## src/rtl/cmsdk_clock_gate_ctrl_pkg.sv

```systemverilog
// Shared types and constants for the idle-driven clock-gating controller.
// Per-domain state encoding is fixed so it can be matched in debug views.
package cmsdk_clock_gate_ctrl_pkg;

  typedef enum logic [2:0] {
    ST_RUN    = 3'd0,
    ST_IDLE   = 3'd1,
    ST_REQ    = 3'd2,
    ST_OFF    = 3'd3,
    ST_WAKEUP = 3'd4
  } dom_state_e;

  // Width of each per-domain gated-cycle statistics counter.
  localparam int GATEDCNT_W = 16;

endpackage

```

## src/rtl/cmsdk_clock_gate_ctrl_dom.sv

```systemverilog
// One gated-clock domain: stop/wake FSM plus idle-hysteresis counter.
// Optional macro CMSDK_CLKCTRL_STATS_EN adds a saturating count of OFF cycles.
//
// state  | meaning
// RUN    | domain busy, clock on, counter held at 0
// IDLE   | domain idle, counting down the hysteresis window
// REQ    | stop requested, waiting for the domain to acknowledge
// OFF    | clock gated; ACTIVE/STOPACK ignored until WAKE or DISABLEG
// WAKEUP | clock back on, waiting for the domain to drop its ack
module cmsdk_clock_gate_ctrl_dom
  import cmsdk_clock_gate_ctrl_pkg::*;
#(
  parameter int IDLE_CYCLES = 16
) (
  input  logic clk,
  input  logic rst,
  input  logic disable_g,
  input  logic active,
  input  logic wake,
  input  logic stop_ack,
  output logic stop_req,
  output logic clk_en,
  output logic sleeping
`ifdef CMSDK_CLKCTRL_STATS_EN
  ,
  output logic [GATEDCNT_W-1:0] gated_cnt
`endif
);

  localparam int CNT_W = $clog2(IDLE_CYCLES + 1);
  localparam logic [CNT_W-1:0] CNT_LOAD = CNT_W'(IDLE_CYCLES - 1);

  dom_state_e       state_q, state_d;
  logic [CNT_W-1:0] cnt_q, cnt_d;
  logic             stop_req_q, stop_req_d;
  logic             clk_en_q, clk_en_d;
  logic             sleeping_q, sleeping_d;

  // Next state and idle counter; DISABLEG wins over every other input.
  always_comb begin
    state_d = state_q;
    cnt_d   = cnt_q;
    case (state_q)
      ST_RUN: begin
        // Gating disabled means no idle progression at all.
        if (!disable_g && !active) begin
          state_d = ST_IDLE;
          cnt_d   = CNT_LOAD;
        end
      end
      ST_IDLE: begin
        if (disable_g) begin
          state_d = ST_IDLE;
        end else if (active) begin
          state_d = ST_RUN;
          cnt_d   = '0;
        end else if (cnt_q == '0) begin
          state_d = ST_REQ;
        end else begin
          cnt_d = cnt_q - CNT_W'(1);
        end
      end
      ST_REQ: begin
        // A pending WAKE holds off the stop even if the domain acks.
        if (disable_g || active) begin
          state_d = ST_RUN;
        end else if (!wake && stop_ack) begin
          state_d = ST_OFF;
        end
      end
      ST_OFF: begin
        if (wake || disable_g) begin
          state_d = ST_WAKEUP;
        end
      end
      ST_WAKEUP: begin
        if (!stop_ack) begin
          state_d = ST_RUN;
        end
      end
      default: begin
        state_d = ST_RUN;
        cnt_d   = '0;
      end
    endcase
  end

  // Outputs decoded from the state being entered so they register with it.
  always_comb begin
    stop_req_d = (state_d == ST_REQ) || (state_d == ST_OFF);
    clk_en_d   = (state_d != ST_OFF);
    sleeping_d = (state_d == ST_OFF);
  end

  // State, counter and registered outputs; reset returns clocks on.
  always_ff @(posedge clk or posedge rst) begin
    if (rst) begin
      state_q    <= ST_RUN;
      cnt_q      <= '0;
      stop_req_q <= 1'b0;
      clk_en_q   <= 1'b1;
      sleeping_q <= 1'b0;
    end else begin
      state_q    <= state_d;
      cnt_q      <= cnt_d;
      stop_req_q <= stop_req_d;
      clk_en_q   <= clk_en_d;
      sleeping_q <= sleeping_d;
    end
  end

  assign stop_req = stop_req_q;
  assign clk_en   = clk_en_q;
  assign sleeping = sleeping_q;

`ifdef CMSDK_CLKCTRL_STATS_EN
  logic [GATEDCNT_W-1:0] gated_cnt_q, gated_cnt_d;

  // Count cycles spent gated, holding at all-ones instead of wrapping.
  always_comb begin
    gated_cnt_d = gated_cnt_q;
    if ((state_q == ST_OFF) && (gated_cnt_q != '1)) begin
      gated_cnt_d = gated_cnt_q + GATEDCNT_W'(1);
    end
  end

  // Statistics counter register.
  always_ff @(posedge clk or posedge rst) begin
    if (rst) begin
      gated_cnt_q <= '0;
    end else begin
      gated_cnt_q <= gated_cnt_d;
    end
  end

  assign gated_cnt = gated_cnt_q;
`endif

endmodule

```

## src/rtl/cmsdk_clock_gate_ctrl.sv

```systemverilog
// Idle-driven clock-gating controller for NUM_DOMAINS gated clock domains.
// Drives the CLKENABLE input of external gate cells; DISABLEG forces all on.
// Optional macro CMSDK_CLKCTRL_STATS_EN adds the GATEDCNT statistics port.
module cmsdk_clock_gate_ctrl
  import cmsdk_clock_gate_ctrl_pkg::*;
#(
  parameter int NUM_DOMAINS = 4,
  parameter int IDLE_CYCLES = 16
) (
  input  logic                   CLK,
  input  logic                   RESET,
  input  logic                   DISABLEG,
  input  logic [NUM_DOMAINS-1:0] ACTIVE,
  input  logic [NUM_DOMAINS-1:0] WAKE,
  input  logic [NUM_DOMAINS-1:0] STOPACK,
  output logic [NUM_DOMAINS-1:0] STOPREQ,
  output logic [NUM_DOMAINS-1:0] CLKENABLE,
  output logic [NUM_DOMAINS-1:0] SLEEPING
`ifdef CMSDK_CLKCTRL_STATS_EN
  ,
  output logic [NUM_DOMAINS*GATEDCNT_W-1:0] GATEDCNT
`endif
);

  logic [NUM_DOMAINS-1:0] clk_en_reg;

  for (genvar i = 0; i < NUM_DOMAINS; i++) begin : g_dom
    cmsdk_clock_gate_ctrl_dom #(
      .IDLE_CYCLES (IDLE_CYCLES)
    ) u_dom (
      .clk       (CLK),
      .rst       (RESET),
      .disable_g (DISABLEG),
      .active    (ACTIVE[i]),
      .wake      (WAKE[i]),
      .stop_ack  (STOPACK[i]),
      .stop_req  (STOPREQ[i]),
      .clk_en    (clk_en_reg[i]),
      .sleeping  (SLEEPING[i])
`ifdef CMSDK_CLKCTRL_STATS_EN
      ,
      .gated_cnt (GATEDCNT[i*GATEDCNT_W +: GATEDCNT_W])
`endif
    );
  end

  // DISABLEG bypasses the registered enable so scan/debug gets clocks at once.
  assign CLKENABLE = clk_en_reg | {NUM_DOMAINS{DISABLEG}};

endmodule

```

## config.mk

```make
export PLATFORM = sky130hd
export DESIGN_NAME = cmsdk_clock_gate_ctrl
export DESIGN_NICKNAME = d
export VERILOG_FILES = /design/src/rtl/cmsdk_clock_gate_ctrl_pkg.sv /design/src/rtl/cmsdk_clock_gate_ctrl_dom.sv /design/src/rtl/cmsdk_clock_gate_ctrl.sv
export SDC_FILE = /design/constraint.sdc
export NUM_CORES = 1
export LEC_CHECK = 0
export CORE_ASPECT_RATIO = 0.7
export CORE_UTILIZATION = 50
export DETAILED_ROUTE_END_ITERATION = 8
export PLACE_DENSITY = 0.76
export SYNTH_ARGS = -nofsm -noshare
export SYNTH_HDL_FRONTEND = slang
export SYNTH_HIERARCHICAL = 1
export SYNTH_SLANG_ARGS = --single-unit
```

## constraint.sdc

```tcl
create_clock -name CLK -period 4.2 [get_ports CLK]
set_input_delay 0.42 -clock CLK [delete_from_list [all_inputs] [get_ports CLK]]
set_output_delay 0.42 -clock CLK [all_outputs]
set_load 0.02 [all_outputs]
```

# == Yosys cells after proc, flatten, opt, wreduce, memory -nomap -nowiden ==
# Cells that the tools add are included.
# word_totals
wordCells,170
input_bits,15
out_inout_bits,12
regBits,44
# classes
n_mux,56
reduce_logical,45
eq_ne,40
bitwise,5
add_sub_neg,4
# ops
operator,count
$mux 3,32
$mux 5,16
$pmux 3 s5,4
$pmux 5 s3,4
$eq 3x2->1 const B,16
$logic_not 5->1,4
$sub 5x1->5 const B,4
$reduce_and 4->1,4
$eq 3x1->1 const B,4
$eq 3x3->1 const B,4
$logic_not 3->1,4
$logic_or 1x1->1,12
$ne 3x2->1 const B,4
$ne 3x3->1 const B,4
$reduce_or 3->1,4
$logic_not 1->1,9
$logic_and 1x1->1,8
$ne 2x1->1 const B,4
$ne 2x2->1 const B,4
$not 1->1,4
$or 4x4->4,1

# == Logic depth before layout (Yosys ltp) ==
# logic_depth
word_depth,7
depth_mapped,6

# == Cells and area by module ==
# Netlist, hierarchy kept.
# by_module_without_submodules
module,instances,cells_per_inst,area_per_inst_um2
cmsdk_clock_gate_ctrl_dom,4,66,679.4
cmsdk_clock_gate_ctrl,1,4,25.0

# == Worst setup path after synthesis ==
# No wires, ideal clock.
# synth_timing
path_type,register to register
start,reg g_dom[0].u_dom.cnt_q[0]
end,reg g_dom[0].u_dom.cnt_q[4]
arrival_ps,1473
stages_incl_launch_ff,7
path_slack_ps,2599
t_required_ps,4071
setup_time_ps,129
path_cell_list,dfrtp_1 inv_1 ha_1 nor4b_2 a2111oi_4 o2111ai_1 mux2i_1
# synth_between
elab_chain_len,5
elab_cells_between_ends,8
cone_classes,add/sub (1); eq/ne (1); mux (4); reduce/logical (2)
# synth_lines
item,line_no,text
from (decl),cmsdk_clock_gate_ctrl_dom.sv:34,"logic [CNT_W-1:0] cnt_q, cnt_d;"
from (signal assigned),cmsdk_clock_gate_ctrl_dom.sv:105,cnt_q <= cnt_d;
$sub 5x1->5,cmsdk_clock_gate_ctrl_dom.sv:60,cnt_d = cnt_q - CNT_W'(1);
$mux 5,cmsdk_clock_gate_ctrl_dom.sv:57,end else if (cnt_q == '0) begin
$mux 5,cmsdk_clock_gate_ctrl_dom.sv:54,end else if (active) begin
$mux 5,cmsdk_clock_gate_ctrl_dom.sv:52,if (disable_g) begin
$pmux 5 s3,cmsdk_clock_gate_ctrl_dom.sv:43,case (state_q)
# Parallel ways exist; a longest one is shown, timed or not. The select of a mux whose other input is x is not followed.
# A chain may end at the register's enable or synchronous reset.

# == Worst setup path after layout ==
# layout_timing
start,in DISABLEG
end,out CLKENABLE[3]
# layout_between
elab_chain_len,1
# layout_lines
item,line_no,text
from (decl),cmsdk_clock_gate_ctrl.sv:12,"input logic DISABLEG,"
$or 4x4->4,cmsdk_clock_gate_ctrl.sv:48,assign CLKENABLE = clk_en_reg | {NUM_DOMAINS{DISABLEG}};
to (decl),cmsdk_clock_gate_ctrl.sv:17,"output logic [NUM_DOMAINS-1:0] CLKENABLE,"
# Every way passes these cells.

==> flow_summary_export.csv <==
group,metric,value,unit
sta,worstMarginPinSlew,0.871,ns
final_layout,multiInputGateArea,1450,um2
final_layout,final_nets,313,
global_route,antenna_found_initial,0,
final_layout,fill_cells,456,
route,drt_iter0_drc,102,
worst_setup_path,worstSetupEndpointType,"output port",
pwr,cellPowerDensity,531,nW/um2
global_route,grt_pass1_wl,8990,um
global_route,grt_usage,19.5,%
worst_setup_path,crit_chain,"clkdlybuf4s50_1 -> or2_1 -> clkdlybuf4s50_1",
placement,dp.cells,355,
route,drtPass1Iterations,5,
worst_setup_path,crit_required,3.78,ns
sta,min_period,2.70,ns
clocking,cts_made_buffers,5,
worst_setup_path,r2r-end,"g_dom[3].u_dom/cnt_q[4]",
sta,fin_crit_sh,64.3,%
sta,fmax,0.370,GHz
global_route,grt_max_degree,28,
clocking,cts_max_level,2,
pwr,power,1.64,mW
placement,port_buffers,26,
logic_synthesis,yosysTopAreaCellShare,36.5,%
logic_synthesis,yosysSeqAreaShare,40.3,%
worst_hold_path,hp-class,"in2async",
clocking,hold_buffers,0,
sta,fin_skew,0.00992,ns
worst_setup_path,critPathMaxFanout,27,
logic_synthesis,yosysTopAreaCell,"dfrtp_1",
sta,slew_headroom,41.8,%
clocking,ctsResizeCount,0,
worst_setup_path,path_class,"in2out",
global_route,grt_pass1_vias,1924,
logic_synthesis,synth_cell_types,30,
route,drc_errors,0,
worst_setup_path,slowest_delay,1.03,ns
global_route,overflow,0,
worst_setup_path,ff2ff_setup_slack,2.41,ns
clocking,clk_pin_slew,0.09,ns
logic_synthesis,netlist_area,2740,um2
route,vias_per_cell,5.80,
route,dr_total_vias,2099,
route,wire_per_inst,14.5,um
placement,globalplace.congestion,0.895,
placement,dp_hpwl,3910,um
floorplan,die_x,90.5,um
floorplan,start_util,52.2,%
placement,dpl-instance-area,3020,um2
clocking,clock_path_buffers,2,
final_layout,largest_register_ff_count,20,
sta,hold_viol_final,0,
final_layout,seq_area,1110,um2
logic_synthesis,synth_area_leaders,"dfrtp_1 36%, mux2i_1 5.8%, nor4b_2 4.4%",
floorplan,die_y,64.0,um
worst_setup_path,r2r_cells,6,
floorplan,rows,22,
route,drtAntennaViolNets,0,
logic_synthesis,synthCells,268,
pwr,ir_drop,0.255,mV
logic_synthesis,ys_ff_latch,44,
logic_synthesis,avgSynthCellArea,10.2,um2
floorplan,coreArea,5260,um2
pwr,p_leak,1.30,nW
sta,drv_slew,0,
clocking,postCtsSetupBuffers,0,
job,cap_viol_max_count,0,
worst_setup_path,worstSetupStartpointType,"primary input",
final_layout,syn2layout_area_growth,12.9,%
final_layout,final_cell_mix,"40 x dfrtp_1, 28 x inv_1, 26 x clkdlybuf4s50_1",
final_layout,final_cells,362,
final_layout,final_common_cell,"dfrtp_1",
clocking,clkLatencyLatePin,0.29,ns
clocking,cts_tree,"done",
floorplan,ioPinCount,27,
clocking,root_buffer,"clkbuf_8",
sta,layout_setup_ws,1.50,ns
final_layout,largestRegisters,"g_dom.u_dom/cnt_q x20, g_dom.u_dom/state_q x12",
worst_setup_path,cpMaxStageDelayCell,"clkdlybuf4s50_1",
sta,setup_tns,0,ns
worst_setup_path,reg2reg_from,"g_dom[3].u_dom/cnt_q[0]",
sta,rsz0062_at_grt,"no",
floorplan,dieArea,5790,um2
final_layout,regMostFlops,"g_dom.u_dom/cnt_q",
worst_setup_path,path_common_cell,"clkdlybuf4s50_1",
sta,holdWs,0.524,ns
sta,finalSetupViolCount,0,
run_status,status,"finished, final reports clean",
clocking,clock_sinks,44,
final_layout,final_cell_area,3100,um2
logic_synthesis,yosysWarnings,6,
final_layout,final_util,58.9,%
worst_setup_path,cp.arrival,2.28,ns
final_layout,drive_above_1_share,15.2,%
logic_synthesis,syn_nets,291,
final_layout,n_antenna_cell,0,
placement,place_ws,1.52,ns
route,wl,5260,um
-- power by group --
part,total [mW],switching (mW),internal [mW]
Clock,0.255,0.143,0.113
Sequential,0.715,0.166,0.549
Combinational,0.673,0.353,0.320
Total,1.64,0.661,0.982
-- metal layers --
| metal | track usage, % | vias up | share of wire [%] |
|---|---|---|---|
| met2 | 28.4 | 37 | 43 |
| met5 | 0 | - | 0 |
| li1 | - | 1048 | - |
| met1 | 29.6 | 1012 | 53 |
| met3 | 3.93 | 2 | 3.9 |
| met4 | 4.44 | 0 | 0.19 |
-- logic make-up (layout without fill, tap and decap cells) --
family | Yosys count | in the layout | share of synthesized area, %
AO/OA/AOI/OAI | 72 | 72 | 21.0
adder cells (fa/ha/maj) | 8 | 8 | 3.65
buffers and inverters | 40 | 62 | 6.93
flip-flops | 44 | 44 | 40.3
multiplexers | 16 | 16 | 5.84
AND/OR/NAND/NOR | 88 | 88 | 22.3
-- cell usage after synthesis --
cell and count:
or3b_2 8, nand2_1 8, buf_2 8, nor2_2 4, nor4_1 4, o2bb2ai_1 8, ha_1 8, a21oi_1 8
or4b_4 4, mux2i_1 16, nor4b_2 8, o31ai_1 4, or2_1 4, dfstp_2 4, or2_4 4, buf_6 4
o2111ai_1 8, nor2_1 16, nand2b_1 8, a2111oi_4 4, o21ai_1 12, dfrtp_1 40, o22ai_1 12, or2b_1 4
nor3_1 12, or3_1 4, a31oi_1 8, a2111oi_0 4, inv_1 28, a32oi_1 4
-- area by class of cell --
cell class / count / area share, %
clock buffers: 5 / 2.22
clock inverters: 2 / 0.404
inverters: 28 / 3.39
multi-input cells: 184 / 46.7
flip-flops and latches: 44 / 35.7
well taps: 72 / 2.91
repair buffers: 27 / 8.65
-- worst max path at each step --
stage                                       start                 endpoint  slack, ns
final                                    DISABLEG             CLKENABLE[3]       1.50
after global routing                     DISABLEG             CLKENABLE[1]       1.38
after CTS                                DISABLEG             CLKENABLE[3]       1.50
after detailed placement                 DISABLEG             CLKENABLE[3]       1.52
after global placement                   DISABLEG             CLKENABLE[3]       1.53
after floorplan           g_dom[0].u_dom/cnt_q[0]  g_dom[0].u_dom/cnt_q[4]       2.60
-- worst max-delay path: cells and delay by family --
family | cells | cell delay [ns]
buf+inv | 2 | 1.63
simple gates | 1 | 0.21
No activity file was read; power rests on OpenSTA's default activity.
